[src/rtl/text_mode_renderer.sv]
// Character-cell text renderer: coordinates -> text RAM -> font ROM -> CGA palette, 4-cycle latency.
// Optional feature: define BLINK_EN to use attr[7] as a blink flag driven by a 6-bit frame counter.
module text_mode_renderer #(
    parameter int unsigned BIT_WIDTH  = 12,
    parameter int unsigned BIT_HEIGHT = 11,
    parameter int unsigned COLS       = 80,
    parameter int unsigned ROWS       = 30,
    parameter int unsigned FONT_W     = 8,
    parameter int unsigned FONT_H     = 16,
    parameter int unsigned TB_AW      = 12
) (
    input  logic                  clk_pixel,
    input  logic                  reset_n,
    input  logic [BIT_WIDTH-1:0]  cx,
    input  logic [BIT_HEIGHT-1:0] cy,
    input  logic [11:0]           screen_start_x,
    input  logic [11:0]           screen_start_y,
    output logic [TB_AW-1:0]      tb_addr,
    input  logic [15:0]           tb_data,
    output logic [11:0]           font_addr,
    input  logic [7:0]            font_data,
    output logic [23:0]           rgb
);

    localparam int unsigned XW  = (BIT_WIDTH > 12) ? BIT_WIDTH : 12;
    localparam int unsigned YW  = (BIT_HEIGHT > 12) ? BIT_HEIGHT : 12;
    localparam int unsigned GXW = $clog2(FONT_W);
    localparam int unsigned GYW = $clog2(FONT_H);

    logic [XW-1:0]    cx_w, ssx_w, px;
    logic [YW-1:0]    cy_w, ssy_w, py;
    logic             in_text;
    logic [31:0]      col, row;

    logic [TB_AW-1:0] tb_addr_q, tb_addr_d;
    logic [GXW-1:0]   gx0_q, gx1_q;
    logic [GYW-1:0]   gy0_q;
    logic             v0_q, v1_q, v2_q;
    logic [11:0]      font_addr_q, font_addr_d;
    logic [7:0]       attr1_q, attr2_q;
    logic             bit2_q, bit2_d;
    logic [23:0]      rgb_q, rgb_d;
    logic [3:0]       fg, bg;

    assign cx_w  = XW'(cx);
    assign cy_w  = YW'(cy);
    assign ssx_w = XW'(screen_start_x);
    assign ssy_w = YW'(screen_start_y);
    assign px    = cx_w - ssx_w;
    assign py    = cy_w - ssy_w;

    // The start comparisons mask the wrapped subtraction in blanking.
    assign in_text = (cx_w >= ssx_w) && (cy_w >= ssy_w) &&
                     (px < XW'(COLS * FONT_W)) && (py < YW'(ROWS * FONT_H));

    assign col = 32'(px >> GXW);
    assign row = 32'(py >> GYW);

    function automatic logic [23:0] cga(input logic [3:0] idx);
        logic [23:0] c;
        case (idx)
            4'h0:    c = 24'h000000;
            4'h1:    c = 24'h0000AA;
            4'h2:    c = 24'h00AA00;
            4'h3:    c = 24'h00AAAA;
            4'h4:    c = 24'hAA0000;
            4'h5:    c = 24'hAA00AA;
            4'h6:    c = 24'hAA5500;
            4'h7:    c = 24'hAAAAAA;
            4'h8:    c = 24'h555555;
            4'h9:    c = 24'h5555FF;
            4'hA:    c = 24'h55FF55;
            4'hB:    c = 24'h55FFFF;
            4'hC:    c = 24'hFF5555;
            4'hD:    c = 24'hFF55FF;
            4'hE:    c = 24'hFFFF55;
            default: c = 24'hFFFFFF;
        endcase
        return c;
    endfunction

`ifdef BLINK_EN
    logic [5:0] frame_q;

    always_ff @(posedge clk_pixel or negedge reset_n) begin
        if (!reset_n) begin
            frame_q <= '0;
        end else if (cx_w == '0 && cy_w == '0) begin
            frame_q <= frame_q + 6'd1;
        end
    end

    assign bg = {1'b0, attr2_q[6:4]};
    assign fg = (attr2_q[7] && frame_q[5]) ? bg : attr2_q[3:0];
`else
    assign bg = attr2_q[7:4];
    assign fg = attr2_q[3:0];
`endif

    always_comb begin
        tb_addr_d   = TB_AW'(row * COLS + col);
        font_addr_d = {tb_data[7:0], 4'(gy0_q)};
        bit2_d      = font_data[GXW'(FONT_W - 1) - gx1_q];
        rgb_d       = v2_q ? cga(bit2_q ? fg : bg) : 24'h000000;
    end

    always_ff @(posedge clk_pixel or negedge reset_n) begin
        if (!reset_n) begin
            tb_addr_q   <= '0;
            gx0_q       <= '0;
            gy0_q       <= '0;
            v0_q        <= 1'b0;
            font_addr_q <= '0;
            attr1_q     <= '0;
            gx1_q       <= '0;
            v1_q        <= 1'b0;
            bit2_q      <= 1'b0;
            attr2_q     <= '0;
            v2_q        <= 1'b0;
            rgb_q       <= '0;
        end else begin
            tb_addr_q   <= tb_addr_d;
            gx0_q       <= px[GXW-1:0];
            gy0_q       <= py[GYW-1:0];
            v0_q        <= in_text;
            font_addr_q <= font_addr_d;
            attr1_q     <= tb_data[15:8];
            gx1_q       <= gx0_q;
            v1_q        <= v0_q;
            bit2_q      <= bit2_d;
            attr2_q     <= attr1_q;
            v2_q        <= v1_q;
            rgb_q       <= rgb_d;
        end
    end

    assign tb_addr   = tb_addr_q;
    assign font_addr = font_addr_q;
    assign rgb       = rgb_q;

endmodule

[config.mk]
export PLATFORM = sky130hd
export DESIGN_NAME = text_mode_renderer
export DESIGN_NICKNAME = d
export VERILOG_FILES = /design/src/rtl/text_mode_renderer.sv
export SDC_FILE = /design/constraint.sdc
export NUM_CORES = 1
export LEC_CHECK = 0
export BUFFER_PORTS_ARGS = -buffer_cell sky130_fd_sc_hd__buf_2
export CORE_MARGIN = 2
export CORE_UTILIZATION = 52
export CTS_BUF_LIST = sky130_fd_sc_hd__clkbuf_2
export CTS_CLUSTER_DIAMETER = 80
export DETAILED_ROUTE_END_ITERATION = 16
export PLACE_DENSITY = 0.8
export SETUP_SLACK_MARGIN = 0.5
export SLEW_MARGIN = 25
export SYNTH_ARGS = -nofsm -noshare
export SYNTH_HDL_FRONTEND = slang
export SYNTH_SLANG_ARGS = --single-unit
[constraint.sdc]
create_clock -name clk_pixel -period 1.9 [get_ports clk_pixel]
set_clock_uncertainty 0.2 [all_clocks]
set_input_delay 0.19 -clock clk_pixel [delete_from_list [all_inputs] [get_ports clk_pixel]]
set_output_delay 0.19 -clock clk_pixel [all_outputs]
set_load 0.05 [all_outputs]
==> results of run 1 <==
logic make-up after synthesis:
family / Yosys count
flops: 59
compound gates: 58
buf+inv: 56
simple gates: 52
fa+ha+maj: 39
xor+xnor: 31
mux: 8
synth_stat cells (5+ instances only):
| library cell | instances |
|---|---|
| sky130_fd_sc_hd__inv_1 | 37 |
| sky130_fd_sc_hd__dfrtp_1 | 59 |
| sky130_fd_sc_hd__xor2_1 | 11 |
| sky130_fd_sc_hd__nor2b_1 | 5 |
| sky130_fd_sc_hd__a21oi_1 | 18 |
| sky130_fd_sc_hd__o21ai_0 | 6 |
| sky130_fd_sc_hd__a21o_1 | 9 |
| sky130_fd_sc_hd__nor3_1 | 8 |
| sky130_fd_sc_hd__xnor2_1 | 19 |
| sky130_fd_sc_hd__ha_1 | 35 |
| sky130_fd_sc_hd__nor2_1 | 7 |
| sky130_fd_sc_hd__nand2_1 | 14 |
| sky130_fd_sc_hd__buf_4 | 19 |
per-stage QoR:
stage                     area, um2  util [%]
after floorplan                3570         -
after global placement         4660      74.2
after detailed placement       4660      74.2
after CTS                      5850      93.2
metal layers:
layer | track usage (%) | overflow
met4 | 98.5 | 93
met5 | 12.6 | 0
met3 | 67.3 | 1
met2 | 104 | 140
met1 | 80.6 | 2
what timing repair did:
| item | CTS |
|---|---|
| setup endpoints to repair | 58 |
| hold endpoints to repair | 87 |
| hold buffers | 36 |
| resized for setup | 167 |
| setup buffers | 18 |
| pin swaps | 23 |
==> results.txt, run 1 <==
The first error in the log reads "[ERROR GRT-0232] Routing congestion too high. Check the congestion heatmap in the GUI". The maximum buffer depth of the clock tree was 2; the row count was 29. At the placement stage, the worst setup path has a slack of -1.96 ns. The synthesized netlist devotes 12.0% of its cell area to compound gates.

Global routing used 85.2% of the available tracks across all layers. The number of primary I/O pins was 121; the mean instance size in the synthesized netlist was 11.1 um2. In this run the vertical extent of the chip is 84.3 um.

The tools report the aggregate global routing overflow as 236. The clock net in this run drives a total of 59 sinks. Clock tree synthesis selected as its root buffer the cell sky130_fd_sc_hd__clkbuf_2. The count of flip-flops with a built-in enable after synthesis was 0.

After the last repair the worst path ends at a register input. Top cell type by total area after synthesis: sky130_fd_sc_hd__dfrtp_1. It got as far as global routing (5_1_grt) and failed there. The pin count of the biggest net entering global routing was 60; the simple-gate share of the synthesized area was 8.44%. In the synthesized netlist, mux cells make up 3.25% of the area. The flow did not finish. The most used flip-flop cell after synthesis is sky130_fd_sc_hd__dfrtp_1. The initial utilization of the core area, before any placement, comes to 53.4%.

The logs give 3 for the H-tree level count and 5940 um for the total half-perimeter wirelength after legalization and detailed placement. The gate count of the mapped netlist is 303, and the share of flip-flops with an asynchronous set or reset is 100%. The die is 84.3 um wide.

The share of the synthesized netlist area taken by xor and xnor gates is 8.33%, and the clock buffer count from CTS is 9. The post-synthesis share of cell area spent on full adders, half adders and majority gates came out at 15.5%. The number of nets in the synthesized netlist is 415. The run gives 0 as the number of warnings reported in the yosys synthesis log.

For the number of placed instances with taps included, the log shows 550. Worst endpoint left by the global-route repair_timing run: tb_addr[11]$_DFF_PN0_/D. In this run the biggest area consumer among cell types represents 44.1% of the synthesized area. By area, the combinational part of the netlist is dominated by adder cells. Yosys attributes the largest share of cell area to sky130_fd_sc_hd__dfrtp_1 (44%), sky130_fd_sc_hd__ha_1 (13%), sky130_fd_sc_hd__xnor2_1 (5.0%), sky130_fd_sc_hd__buf_4 (4.3%), sky130_fd_sc_hd__inv_1 (4.1%). The tools report the final weighted congestion in routability-driven placement as 0.823.

The area of the mapped netlist is 3350 um2. After synthesis the netlist holds a flip-flop and latch count of 59. Yosys mapped the design onto 44 distinct sky130hd cell types.

Summing the sequential cell areas from Yosys gives 44.1% of the chip area. The number of antenna violations at the first check in global routing was 2. Buffers placed on the I/O ports in this run total 120.
==> inputs of run 2 (changes only) <==
- CORE_UTILIZATION: 52 -> 40
- CTS_BUF_LIST: sky130_fd_sc_hd__clkbuf_2 -> default
- CTS_CLUSTER_DIAMETER: 80 -> default
- PLACE_DENSITY: 0.8 -> default
- PLACE_DENSITY_LB_ADDON: default -> 0.15
- SETUP_SLACK_MARGIN: 0.5 -> default
==> run 2 against run 1 <==
Synthesized cell count did not move. The flow now finishes, with violations (negative setup slack). Synthesized area did not move.
==> results.txt, run 2 <==
For the starting utilization of the core area, the log shows 41.0% (-12 points). The fraction of final layout cells with drive strength greater than 1 works out to 52.6%. For the final number of max-transition violations, the log shows 0. The most used flip-flop cell after synthesis is sky130_fd_sc_hd__dfrtp_1. For the number of primary I/O pins, the log shows 121 (unchanged). The final reports fail on negative setup slack.

The measured slew at the worst slew-check pin is 0.359 ns, and the setup slack of the worst register-to-register path is 0.41 ns. The number of failing hold endpoints at the final stage is 0, and the maximum buffer depth of the clock tree is 2 (unchanged). The number of antenna violations at the first check in global routing was 0.

The highest layer used for signal routing is met4. The synthesized net count came out at 415 (unchanged). The horizontal die dimension is 95.5 um (+13%).

The number of max-capacitance violations reported is 0. The number of warnings reported in the yosys synthesis log is 0 (unchanged), and the top fanout value on the critical path is 3. The initial DRC count is 42, and the gate count of the mapped netlist is 303 (unchanged). The class of the most critical setup path is in -> reg. The maximum vdd ir drop was 0.498 mV; the required time of the worst setup path was 1.96 ns. The worst hold path passes through 3 cells. TritonCTS built the clock tree. The worst path needs 3.25 ns of the cycle, external delays included. The overall routed net length came out at 7240 um. The count of flip-flops with a built-in enable after synthesis was 0 (unchanged).

The tools report the static leakage as 2.74 nW. Tracing the worst setup path back leads to its startpoint at cy[1]. The top cell type by total area after synthesis is sky130_fd_sc_hd__dfrtp_1.

The count of buffers from port buffering was 120 (unchanged); the aggregate global routing overflow was 0. The worst setup path is captured at a register. Die boundary height: 95.5 um (+13%). Setup repair after global routing could not meet its margin everywhere. Counting the fill cells in the layout gives 677. The utilization after layout is 65.2%, and the worst reg-to-reg path cell count is 2. The per-cell via count in the routed design was 4.56; the number of iterations in the first detailed-routing pass was 4. Detailed routing placed a total of 408 um of wire on met3.

The full die area was 9120 um2; the post-detailed-route DRC marker count was 0. The kind of path behind the tightest hold check is in -> reg. The area growth from synthesis to layout is 59.1%. The worst setup path is launched from a primary input. The area of the mapped netlist is 3350 um2 (unchanged). Ranked by total cell area, the synthesized netlist is headed by sky130_fd_sc_hd__dfrtp_1 (44%), sky130_fd_sc_hd__ha_1 (13%), sky130_fd_sc_hd__xnor2_1 (5.0%), sky130_fd_sc_hd__buf_4 (4.3%), sky130_fd_sc_hd__inv_1 (4.1%). Met2 routed wirelength: 3760 um. The total via count after detailed routing was 2820; the wire length of the first global-routing pass was 11600 um. The tools report the total half-perimeter wirelength after legalization and detailed placement as 5510 um (-7.3%). The number of inserted diodes came out at 0.

The share of flip-flops with an asynchronous set or reset came out at 100% (unchanged). The power density of the placed cells came out at 1050 nW/um2. The final cycle utilization of the critical path is 171%, and the number of global-route vias before repair is 2775. Root buffer cell: sky130_fd_sc_hd__clkbuf_8. The post-route worst setup slack is -1.35 ns, and the total number of nets in the final design is 621. Pin count of the biggest net entering global routing: 60. The final antenna-violating net count is 0, and the source-to-sink clock delay at the later pin of the worst-skew pair is 0.33 ns.

The number of flip-flops and latches in the synthesized netlist works out to 59 (unchanged). The most critical setup path has its endpoint at tb_addr[11]. The worst flop-to-flop path startpoint was gx1_q[0].

The tools report the clock buffer count from CTS as 9 (unchanged). In the final routed layout, each cell accounts on average for 11.7 um. In the layout the commonest cells are sky130_fd_sc_hd__buf_2 (114), sky130_fd_sc_hd__buf_4 (70), sky130_fd_sc_hd__dfrtp_1 (59). Measured against its own limit, the worst slew margin works out to 76.0%. The region available for standard cell placement spans 8180 um2. The worst register-to-register path ends at bit2_q.

STA puts the critical path data arrival time at 3.31 ns. Ranked by instance count, the synthesized netlist is headed by sky130_fd_sc_hd__dfrtp_1 (59), sky130_fd_sc_hd__inv_1 (37), sky130_fd_sc_hd__ha_1 (35). The count of unique library cells instantiated by Yosys is 44 (unchanged). The detailed router put a total of 2990 um of wire on met1. Global routing used 16.5% of the available tracks across all layers. The tools report the final weighted congestion in routability-driven placement as 0.853 (+3.6%). The area fraction of the dominant cell type after synthesis is 44.1% (unchanged), and the mean instance size in the synthesized netlist is 11.1 um2 (unchanged). Static timing analysis puts the maximum clock frequency at 0.307 GHz.

After clock tree synthesis, the clock-pin slew on the worst setup and hold paths is 0.06 ns. The run gives 33 (+14%) as the row count. The cell with the most instances after synthesis is sky130_fd_sc_hd__dfrtp_1. The run gives 59 (unchanged) as the total number of clock tree sinks.

The run finished, with violations left. The sequential fraction of the synthesis area is 44.1% (unchanged). Setup total negative slack on the finished layout was measured at -6.30 ns. The tools report the H-tree level count as 3 (unchanged). Leading cell type in the layout, fill and taps excluded: sky130_fd_sc_hd__buf_2. The run gives 8 as the final setup violation count.
[run 2: cell counts after synthesis]
Identical to the previous run, type by type.
[run 2: what timing repair did]
| item | CTS | global route |
|---|---|---|
| setup buffers | 5 | 6 |
| pin swaps | 34 | 13 |
| hold endpoints to repair | 78 | 0 |
| resized for setup | 33 | 17 |
| endpoints found under the setup margin | 8 | 8 |
| hold buffers | 20 | 0 |
[run 2: layer usage]
layer  vias to the layer above  GRT usage, %
met5                         -             0
met4                         0          4.29
met3                         7          5.45
met2                        75          30.3
met1                      1319          18.1
li1                       1419             -
[run 2: where the power goes]
group | internal (mW) | switching, mW | leakage (nW) | total (mW)
combinational | 1.44 | 1.49 | 1.94 | 2.93
sequential | 1.45 | 0.0575 | 0.705 | 1.51
clock | 0.667 | 0.492 | 0.0974 | 1.16
[run 2: worst max-delay path, cell delays in order]
cell	delay, ns
sky130_fd_sc_hd__buf_8	0.10
sky130_fd_sc_hd__ha_4	0.22
sky130_fd_sc_hd__nor2b_4	0.12
sky130_fd_sc_hd__o31a_4	0.30
sky130_fd_sc_hd__nor4_4	0.17
sky130_fd_sc_hd__nor3_2	0.07
sky130_fd_sc_hd__a21oi_2	0.18
sky130_fd_sc_hd__xnor2_2	0.08
sky130_fd_sc_hd__ha_1	0.33
sky130_fd_sc_hd__ha_4	0.18
sky130_fd_sc_hd__fa_1	0.48
sky130_fd_sc_hd__ha_4	0.31
sky130_fd_sc_hd__a21oi_4	0.05
sky130_fd_sc_hd__nor2_1	0.12
sky130_fd_sc_hd__xnor2_1	0.14
sky130_fd_sc_hd__xnor2_1	0.15
sky130_fd_sc_hd__xnor2_1	0.13
[run 2: area by class of cell]
| type | count | area (um2) | share of cell area (%) |
|---|---|---|---|
| Sequential cell | 59 | 1480 | 27.7 |
| Clock buffer | 11 | 151 | 2.84 |
| Clock inverter | 4 | 50.0 | 0.939 |
| Multi-Input combinational cell | 188 | 1930 | 36.2 |
| Timing Repair Buffer | 214 | 1430 | 26.9 |
| Tap cell | 105 | 131 | 2.47 |
| Inverter | 37 | 159 | 2.98 |
[run 2: how the worst min path moves through the flow]
stage,slack (ns),startpoint,endpoint
after floorplan,-0.31,reset_n,attr1_q[0]
after global placement,0.01,reset_n,tb_addr[3]
after detailed placement,0.01,reset_n,tb_addr[1]
after CTS,0.03,screen_start_x[1],gx0_q[1]
after global routing,0.05,screen_start_x[1],gx0_q[1]
final,0.05,screen_start_x[1],gx0_q[1]
[run 2: logic make-up (layout without fill, tap and decap cells)]
kind of cell | after synthesis | after routing | synth area share [%]
buffers and inverters | 56 | 266 | 8.40
muxes | 8 | 8 | 3.25
xor gates and xnor gates | 31 | 31 | 8.33
adders and majority gates | 39 | 39 | 15.5
and+or+nand+nor | 52 | 52 | 8.44
AOI/OAI and AO/OA | 58 | 58 | 12.0
DFF | 59 | 59 | 44.1
[run 2: stage by stage]
stage | total power, mW | instance area (um2) | hold slack (ns) | setup slack, ns | std cells
2_1_floorplan | 3.21 | 3530 | -0.306 | -1.71 | 303
3_3_place_gp | 4.04 | 4630 | 0.0136 | -1.83 | 575
3_5_place_dp | 4.07 | 4630 | 0.0130 | -1.88 | 575
4_1_cts | 5.54 | 5210 | 0.0262 | -1.36 | 614
5_1_grt | 5.97 | 5330 | 0.0535 | -1.56 | 618
6_report | 5.60 | 5330 | 0.0503 | -1.35 | 618
(Power assumes the default switching activity.)
